<file path="src/rtl/keypad_move_ctrl.sv">
// keypad_move_ctrl: scans a 6-row keypad one row per scan_tick, reduces each
// six-row frame to a single key (or none), debounces it and issues one-cycle
// move/restart command pulses.
// Optional build macro KEYPAD_AUTO_REPEAT_EN adds auto-repeat while a key is
// held; without it a held key yields exactly one pulse per accept.
//
// state    | meaning
// IDLE     | no key accepted, waiting for a frame holding exactly one key
// DEBOUNCE | candidate key seen, counting consecutive identical frames
// PRESSED  | key accepted and still held (auto-repeat counts here)
// RELEASE  | accepted key vanished, counting empty frames before dropping it
module keypad_move_ctrl #(
    parameter int unsigned DEBOUNCE_FRAMES = 3,
    parameter int unsigned REPEAT_FRAMES   = 40
) (
    input  logic       clk,
    input  logic       rst,
    input  logic       scan_tick,
    input  logic [2:0] column,
    output logic [2:0] sel,
    output logic       key_up,
    output logic       key_down,
    output logic       key_left,
    output logic       key_right,
    output logic       key_restart,
    output logic [3:0] keycode,
    output logic       key_held
);

    localparam logic [3:0] KEY_NONE    = 4'hF;
    localparam logic [3:0] KEY_UP      = 4'd2;
    localparam logic [3:0] KEY_LEFT    = 4'd4;
    localparam logic [3:0] KEY_RIGHT   = 4'd6;
    localparam logic [3:0] KEY_DOWN    = 4'd8;
    localparam logic [3:0] KEY_RESTART = 4'd0;

    localparam logic [4:0] DEB_LIMIT = 5'(DEBOUNCE_FRAMES);

    // Reject illegal parameter values at elaboration.
    if (DEBOUNCE_FRAMES < 1 || DEBOUNCE_FRAMES > 15) begin : g_bad_debounce
        $error("keypad_move_ctrl: DEBOUNCE_FRAMES must be 1..15");
    end
    if (REPEAT_FRAMES < 2 || REPEAT_FRAMES > 255) begin : g_bad_repeat
        $error("keypad_move_ctrl: REPEAT_FRAMES must be 2..255");
    end

    typedef enum logic [1:0] {
        ST_IDLE,
        ST_DEBOUNCE,
        ST_PRESSED,
        ST_RELEASE
    } state_t;

    state_t     state, state_nxt;
    logic [3:0] cand, cand_nxt;
    logic [3:0] cnt, cnt_nxt;
    logic [3:0] keycode_nxt;
    logic [3:0] pulse_key;

    logic [3:0] scan_key;
    logic [3:0] acc_key;
    logic       acc_multi;
    logic [3:0] merged_key;
    logic       merged_multi;
    logic [3:0] frame_key;
    logic       frame_end;

    logic       start_deb;
    logic [3:0] start_key;
    logic       do_accept;
    logic [3:0] accept_key;

`ifdef KEYPAD_AUTO_REPEAT_EN
    localparam logic [8:0] RPT_LIMIT = 9'(REPEAT_FRAMES);
    logic [7:0] rpt, rpt_nxt;
`endif

    // Decode the column returns against the row currently selected.
    always_comb begin
        scan_key = KEY_NONE;
        case (sel)
            3'd0: if (column == 3'b101) scan_key = KEY_UP;
            3'd1: begin
                if (column == 3'b011)      scan_key = KEY_LEFT;
                else if (column == 3'b110) scan_key = KEY_RIGHT;
            end
            3'd2: if (column == 3'b101) scan_key = KEY_DOWN;
            3'd3: if (column == 3'b101) scan_key = KEY_RESTART;
            default: ;
        endcase
    end

    // Fold this tick's key into the frame so far; two distinct keys poison the frame.
    always_comb begin
        merged_key   = acc_key;
        merged_multi = acc_multi;
        if (scan_key != KEY_NONE) begin
            if (acc_key == KEY_NONE) begin
                merged_key = scan_key;
            end else if (acc_key != scan_key) begin
                merged_multi = 1'b1;
            end
        end
    end

    assign frame_end = scan_tick && (sel == 3'd5);
    assign frame_key = merged_multi ? KEY_NONE : merged_key;
    assign key_held  = (state == ST_PRESSED) || (state == ST_RELEASE);

    // Row counter and frame accumulator; the accumulator restarts with every frame.
    always_ff @(posedge clk) begin
        if (rst) begin
            sel       <= 3'd0;
            acc_key   <= KEY_NONE;
            acc_multi <= 1'b0;
        end else if (scan_tick) begin
            if (sel == 3'd5) begin
                sel       <= 3'd0;
                acc_key   <= KEY_NONE;
                acc_multi <= 1'b0;
            end else begin
                sel       <= sel + 3'd1;
                acc_key   <= merged_key;
                acc_multi <= merged_multi;
            end
        end
    end

    // Next-state and pulse selection, evaluated only on the frame-end tick.
    always_comb begin
        state_nxt   = state;
        cand_nxt    = cand;
        cnt_nxt     = cnt;
        keycode_nxt = keycode;
        pulse_key   = KEY_NONE;
        start_deb   = 1'b0;
        start_key   = KEY_NONE;
        do_accept   = 1'b0;
        accept_key  = KEY_NONE;
`ifdef KEYPAD_AUTO_REPEAT_EN
        rpt_nxt     = rpt;
`endif

        if (frame_end) begin
            case (state)
                ST_IDLE: begin
                    if (frame_key != KEY_NONE) begin
                        start_deb = 1'b1;
                        start_key = frame_key;
                    end
                end
                ST_DEBOUNCE: begin
                    if (frame_key == KEY_NONE) begin
                        state_nxt = ST_IDLE;
                        cand_nxt  = KEY_NONE;
                        cnt_nxt   = 4'd0;
                    end else if (frame_key == cand) begin
                        if (({1'b0, cnt} + 5'd1) >= DEB_LIMIT) begin
                            do_accept  = 1'b1;
                            accept_key = cand;
                        end else begin
                            cnt_nxt = cnt + 4'd1;
                        end
                    end else begin
                        start_deb = 1'b1;
                        start_key = frame_key;
                    end
                end
                ST_PRESSED: begin
                    if (frame_key == cand) begin
`ifdef KEYPAD_AUTO_REPEAT_EN
                        // Restart is a one-shot command and must never repeat.
                        if (cand != KEY_RESTART) begin
                            if (({1'b0, rpt} + 9'd1) == RPT_LIMIT) begin
                                pulse_key = cand;
                                rpt_nxt   = 8'd0;
                            end else begin
                                rpt_nxt = rpt + 8'd1;
                            end
                        end
`endif
                    end else begin
                        state_nxt = ST_RELEASE;
                        cnt_nxt   = 4'd1;
                    end
                end
                ST_RELEASE: begin
                    if (frame_key == KEY_NONE) begin
                        if (({1'b0, cnt} + 5'd1) >= DEB_LIMIT) begin
                            state_nxt   = ST_IDLE;
                            keycode_nxt = KEY_NONE;
                            cand_nxt    = KEY_NONE;
                            cnt_nxt     = 4'd0;
                        end else begin
                            cnt_nxt = cnt + 4'd1;
                        end
                    end else if (frame_key == cand) begin
                        // Bounce of the held key: resume holding without a new pulse.
                        state_nxt = ST_PRESSED;
                        cnt_nxt   = 4'd0;
`ifdef KEYPAD_AUTO_REPEAT_EN
                        rpt_nxt   = 8'd0;
`endif
                    end else begin
                        start_deb = 1'b1;
                        start_key = frame_key;
                    end
                end
                default: begin
                    state_nxt = ST_IDLE;
                end
            endcase
        end

        // A single-frame debounce accepts on the first sighting.
        if (start_deb) begin
            if (DEBOUNCE_FRAMES <= 1) begin
                do_accept  = 1'b1;
                accept_key = start_key;
            end else begin
                state_nxt = ST_DEBOUNCE;
                cand_nxt  = start_key;
                cnt_nxt   = 4'd1;
            end
        end

        if (do_accept) begin
            state_nxt   = ST_PRESSED;
            cand_nxt    = accept_key;
            cnt_nxt     = 4'd0;
            keycode_nxt = accept_key;
            pulse_key   = accept_key;
`ifdef KEYPAD_AUTO_REPEAT_EN
            rpt_nxt     = 8'd0;
`endif
        end
    end

    // State, keycode and registered one-cycle command pulses.
    always_ff @(posedge clk) begin
        if (rst) begin
            state       <= ST_IDLE;
            cand        <= KEY_NONE;
            cnt         <= 4'd0;
            keycode     <= KEY_NONE;
            key_up      <= 1'b0;
            key_down    <= 1'b0;
            key_left    <= 1'b0;
            key_right   <= 1'b0;
            key_restart <= 1'b0;
        end else begin
            state       <= state_nxt;
            cand        <= cand_nxt;
            cnt         <= cnt_nxt;
            keycode     <= keycode_nxt;
            key_up      <= (pulse_key == KEY_UP);
            key_down    <= (pulse_key == KEY_DOWN);
            key_left    <= (pulse_key == KEY_LEFT);
            key_right   <= (pulse_key == KEY_RIGHT);
            key_restart <= (pulse_key == KEY_RESTART);
        end
    end

`ifdef KEYPAD_AUTO_REPEAT_EN
    // Held-frame counter for auto-repeat.
    always_ff @(posedge clk) begin
        if (rst) begin
            rpt <= 8'd0;
        end else begin
            rpt <= rpt_nxt;
        end
    end
`endif

endmodule
</file>
<file path="config.mk">
export PLATFORM = sky130hd
export DESIGN_NAME = keypad_move_ctrl
export DESIGN_NICKNAME = d
export VERILOG_FILES = /design/src/rtl/keypad_move_ctrl.sv
export SDC_FILE = /design/constraint.sdc
export NUM_CORES = 1
export LEC_CHECK = 0
export CAP_MARGIN = 20
export CORE_UTILIZATION = 29
export DETAILED_ROUTE_END_ITERATION = 7
export DONT_BUFFER_PORTS = 1
export GPL_ROUTABILITY_DRIVEN = 0
export SYNTH_ARGS = -nofsm -noshare
export SYNTH_HDL_FRONTEND = slang
export SYNTH_SLANG_ARGS = --single-unit
</file>
<file path="constraint.sdc">
create_clock -name clk -period 4.34 [get_ports clk]
set_input_delay 0.217 -clock clk [delete_from_list [all_inputs] [get_ports clk]]
set_output_delay 0.217 -clock clk [all_outputs]
set_load 0.01 [all_outputs]
</file>
==> impl_results.md <==
- Status: finished, final reports clean
- Max_slew headroom: between 50% and 60%
- Clock Latency Late Sink: 280 ps
- Gr usage total: 12.59%
- Mapped Nets: 211
- Die height: 78.63 um
- Final wirelength: around 3800 um
- Crit path max fanout: 9
- Initial Util: 30.55%
- Fmax: between 0.2 and 0.3 GHz
- Finished Layout Cells: roughly 270
- Max_cap viols: 0
- Switching power total: just under 0.2 mW
- Dpl hpwl: 2757 um
- Sinks on Clock Net: 27
- Yosys top cell by area: dfxtp_1
- R2R setup slack: 480 ps
- Share of the synthesized area in the top cell type: 31.74%
- Share of layout cells above drive strength 1: under 10%
- WS Path Type: reg2reg
- Root buffer cell: clkbuf_8
- Initial antenna violation count: 0
- Avg Vias per Cell: around 5.5
- Sequential Power Share: 46.5%
- Final setup vio count: 0
- EDFF count, synth: 0
- CP Capture Type: flop
- Initial drt markers: 45
- Worst Hold Path EP: sel[2]
- Unique masters post-synth: between 60 and 70
- Die footprint: 6183 sq um
- Via Count: 1476
- CP Launch Type: flop
- Cell count after synthesis: 202
- CTS tree: done
- Power Internal: 0.3911 mW
- Tcrit/Tclk final: 88.88%
- Hold Violations, Final: 0
- Most used DFF post-synth: dfxtp_1
- Dpl cell area: 1748 sq um
- Vias in the first global route: between 1000 and 1500
- Layout area overhead: 6.172%
- Critical Path RT: between 4000 and 5000 ps
- Switch share: 33.71%
- Final setup margin: 482.7 ps
- Mapped Area: 1703 sq um
- Sequential element share of the synthesized area: roughly a third
- Core box area: 5574 sq um
- Post-layout util: between 30% and 40%
- Global-route wire length before repair: 6237 um
- Setup Skew: 4.770 ps
- # IOs: 19
- Yosys warns: 0
- #FFs+latches synth: 27
- 1st-pass router iterations: 4
- Critical R2R Capture: key_left
- Syn avg cell area: 8.430 sq um
- Worst hold start: rst
- Final ANT Viol Nets: 0
- Fin area: approximately 1800 sq um
- Cts bufs inserted: 3
- Site row count: 27
- Asr flop ratio synth: 0%
- Most common cell in the netlist: dfxtp_1
- Largest net degree at the start of global routing: 18
- Comb pwr share: 27.3%
- Grt total ovfl: 0
- FF-to-FF Start: sel[2]
- Unrepaired setup endpoints after global routing: false
- Clock power share: 26.2%
- Max IR drop VDD: 133.4 uV
- Final #Nets: 207
- Fill cells: between 500 and 600
- Slew Limit Fails: 0
- Number of remaining DRC errors: 0
- Min cycle time layout: about 3900 ps
- Die width: roughly 79 um
- Antenna fix cells: 0
- H-tree lvl count: 1
- Routed wire per std cell: 13.97 um
- CTS clk-pin slew, worst paths: 100 ps
- Synth cell count leaders: 27 x dfxtp_1, 20 x nand2_1, 18 x nor2_1
- Post-Place Setup Slack: about 500 ps
- Post-CTS resize count: 0
- Hold Path Class: in2reg
- Leakage: 0.6604 nW
- Cell Count Post-Placement: 264
- Arr. time, crit path: roughly 4100 ps
- Area contributors post-synth: dfxtp_1 32%, nand2_1 4.4%, nor2_1 4.0%
- Worst Reg-to-Reg Cells: 11
- Port buffer count: 0
- Hold path cells: 1
- Setup TNS: 0 ps
- CTS Buffer Depth: 2
- Pwr Density: between 300 and 400 nW/um^2
- Least-Margin Pin Slew: 634.7 ps
logic make-up after synthesis:
| family | count (synthesis) | share of synthesized area (%) |
|---|---|---|
| buf+inv | 21 | 5.511 |
| mux | 2 | 1.249 |
| simple gates | 83 | 28.29 |
| xor+xnor | 6 | 3.086 |
| flops | 27 | 31.74 |
| fa+ha+maj | 3 | 2.204 |
| compound gates | 60 | 27.92 |
power groups by stage:
stage | Clock [mW] | Combinational [mW] | Sequential [mW]
finish | 0.154 | 0.161 | 0.274
floorplan | 0 | 0.144 | 0.269
global route | 0.169 | 0.181 | 0.277
global placement | 0 | 0.159 | 0.279
CTS | 0.160 | 0.161 | 0.274
detailed placement | 0 | 0.159 | 0.280
layer usage:
layer  track usage [%]  share of wire (%)  up-vias
met2             19.13                 44       32
met5                 0                  0        -
met3             3.721                6.4        8
met4             4.815                1.8        0
li1                  -                  -      740
met1             16.57                 47      696
state kept, by name (all words and copies together) (netlist names):
register	cells
state	2
cnt	4
keycode	4
acc_multi	1
key_down	1
key_right	1
key_restart	1
acc_key	4
sel	3
key_left	1
cand	4
key_up	1
critical path, stage by stage (launching register included):
cell,delay (ps)
dfxtp_1,530
inv_1,110
ha_1,260
a211o_1,290
a221o_1,350
o21ai_1,300
mux2_2,380
o2bb2ai_1,250
a32oi_2,190
or4_4,540
or3_4,360
nor4_2,220
cell type report:
class,instances,area [sq um],share of cell area (%)
inverter,9,33.78,1.869
timing repair buffer,3,25.02,1.384
sequential,27,540.5,29.90
multi-input combinational,154,1069,59.10
clock buffer,3,41.29,2.284
tap,72,90.09,4.983
clock inverter,1,8.758,0.4844
placed cells by master (no fill, tap or decap), types with 5 or more instances in the layout:
cell     synthesis  layout
inv_1            9       9
nand2_1         20      20
a21o_1           6       6
dfxtp_1         27      27
a21oi_1          5       5
nor3_1           5       5
xnor2_1          5       5
o21ai_0         10      10
o22a_1           7       7
nor2_1          18      18
nand3_1          5       5
worst max path at each step:
stage	slack (ps)	end	startpoint	depth (start not counted)
after floorplan	820	key_left	sel[0]	12
after global placement	480	key_left	sel[2]	11
after detailed placement	500	key_left	sel[2]	11
after CTS	480	key_left	sel[2]	11
after global routing	270	key_up	sel[1]	11
final	480	key_left	sel[2]	11
through the flow:
step	total power [mW]	hold WS, ps
2_1_floorplan	0.4129	328.7
3_3_place_gp	0.4383	293.2
4_1_cts	0.5949	15.70
6_report	0.5899	18.64
5_1_grt	0.6267	16.90
3_5_place_dp	0.4386	294.4
repair_timing:
| item | 4_1_cts | 5_1_grt |
|---|---|---|
| hold buffers | 1 | 0 |
| setup buffers | 0 | 0 |
| hold endpoints to repair | 2 | 0 |
No activity file was read; power rests on OpenSTA's default activity.
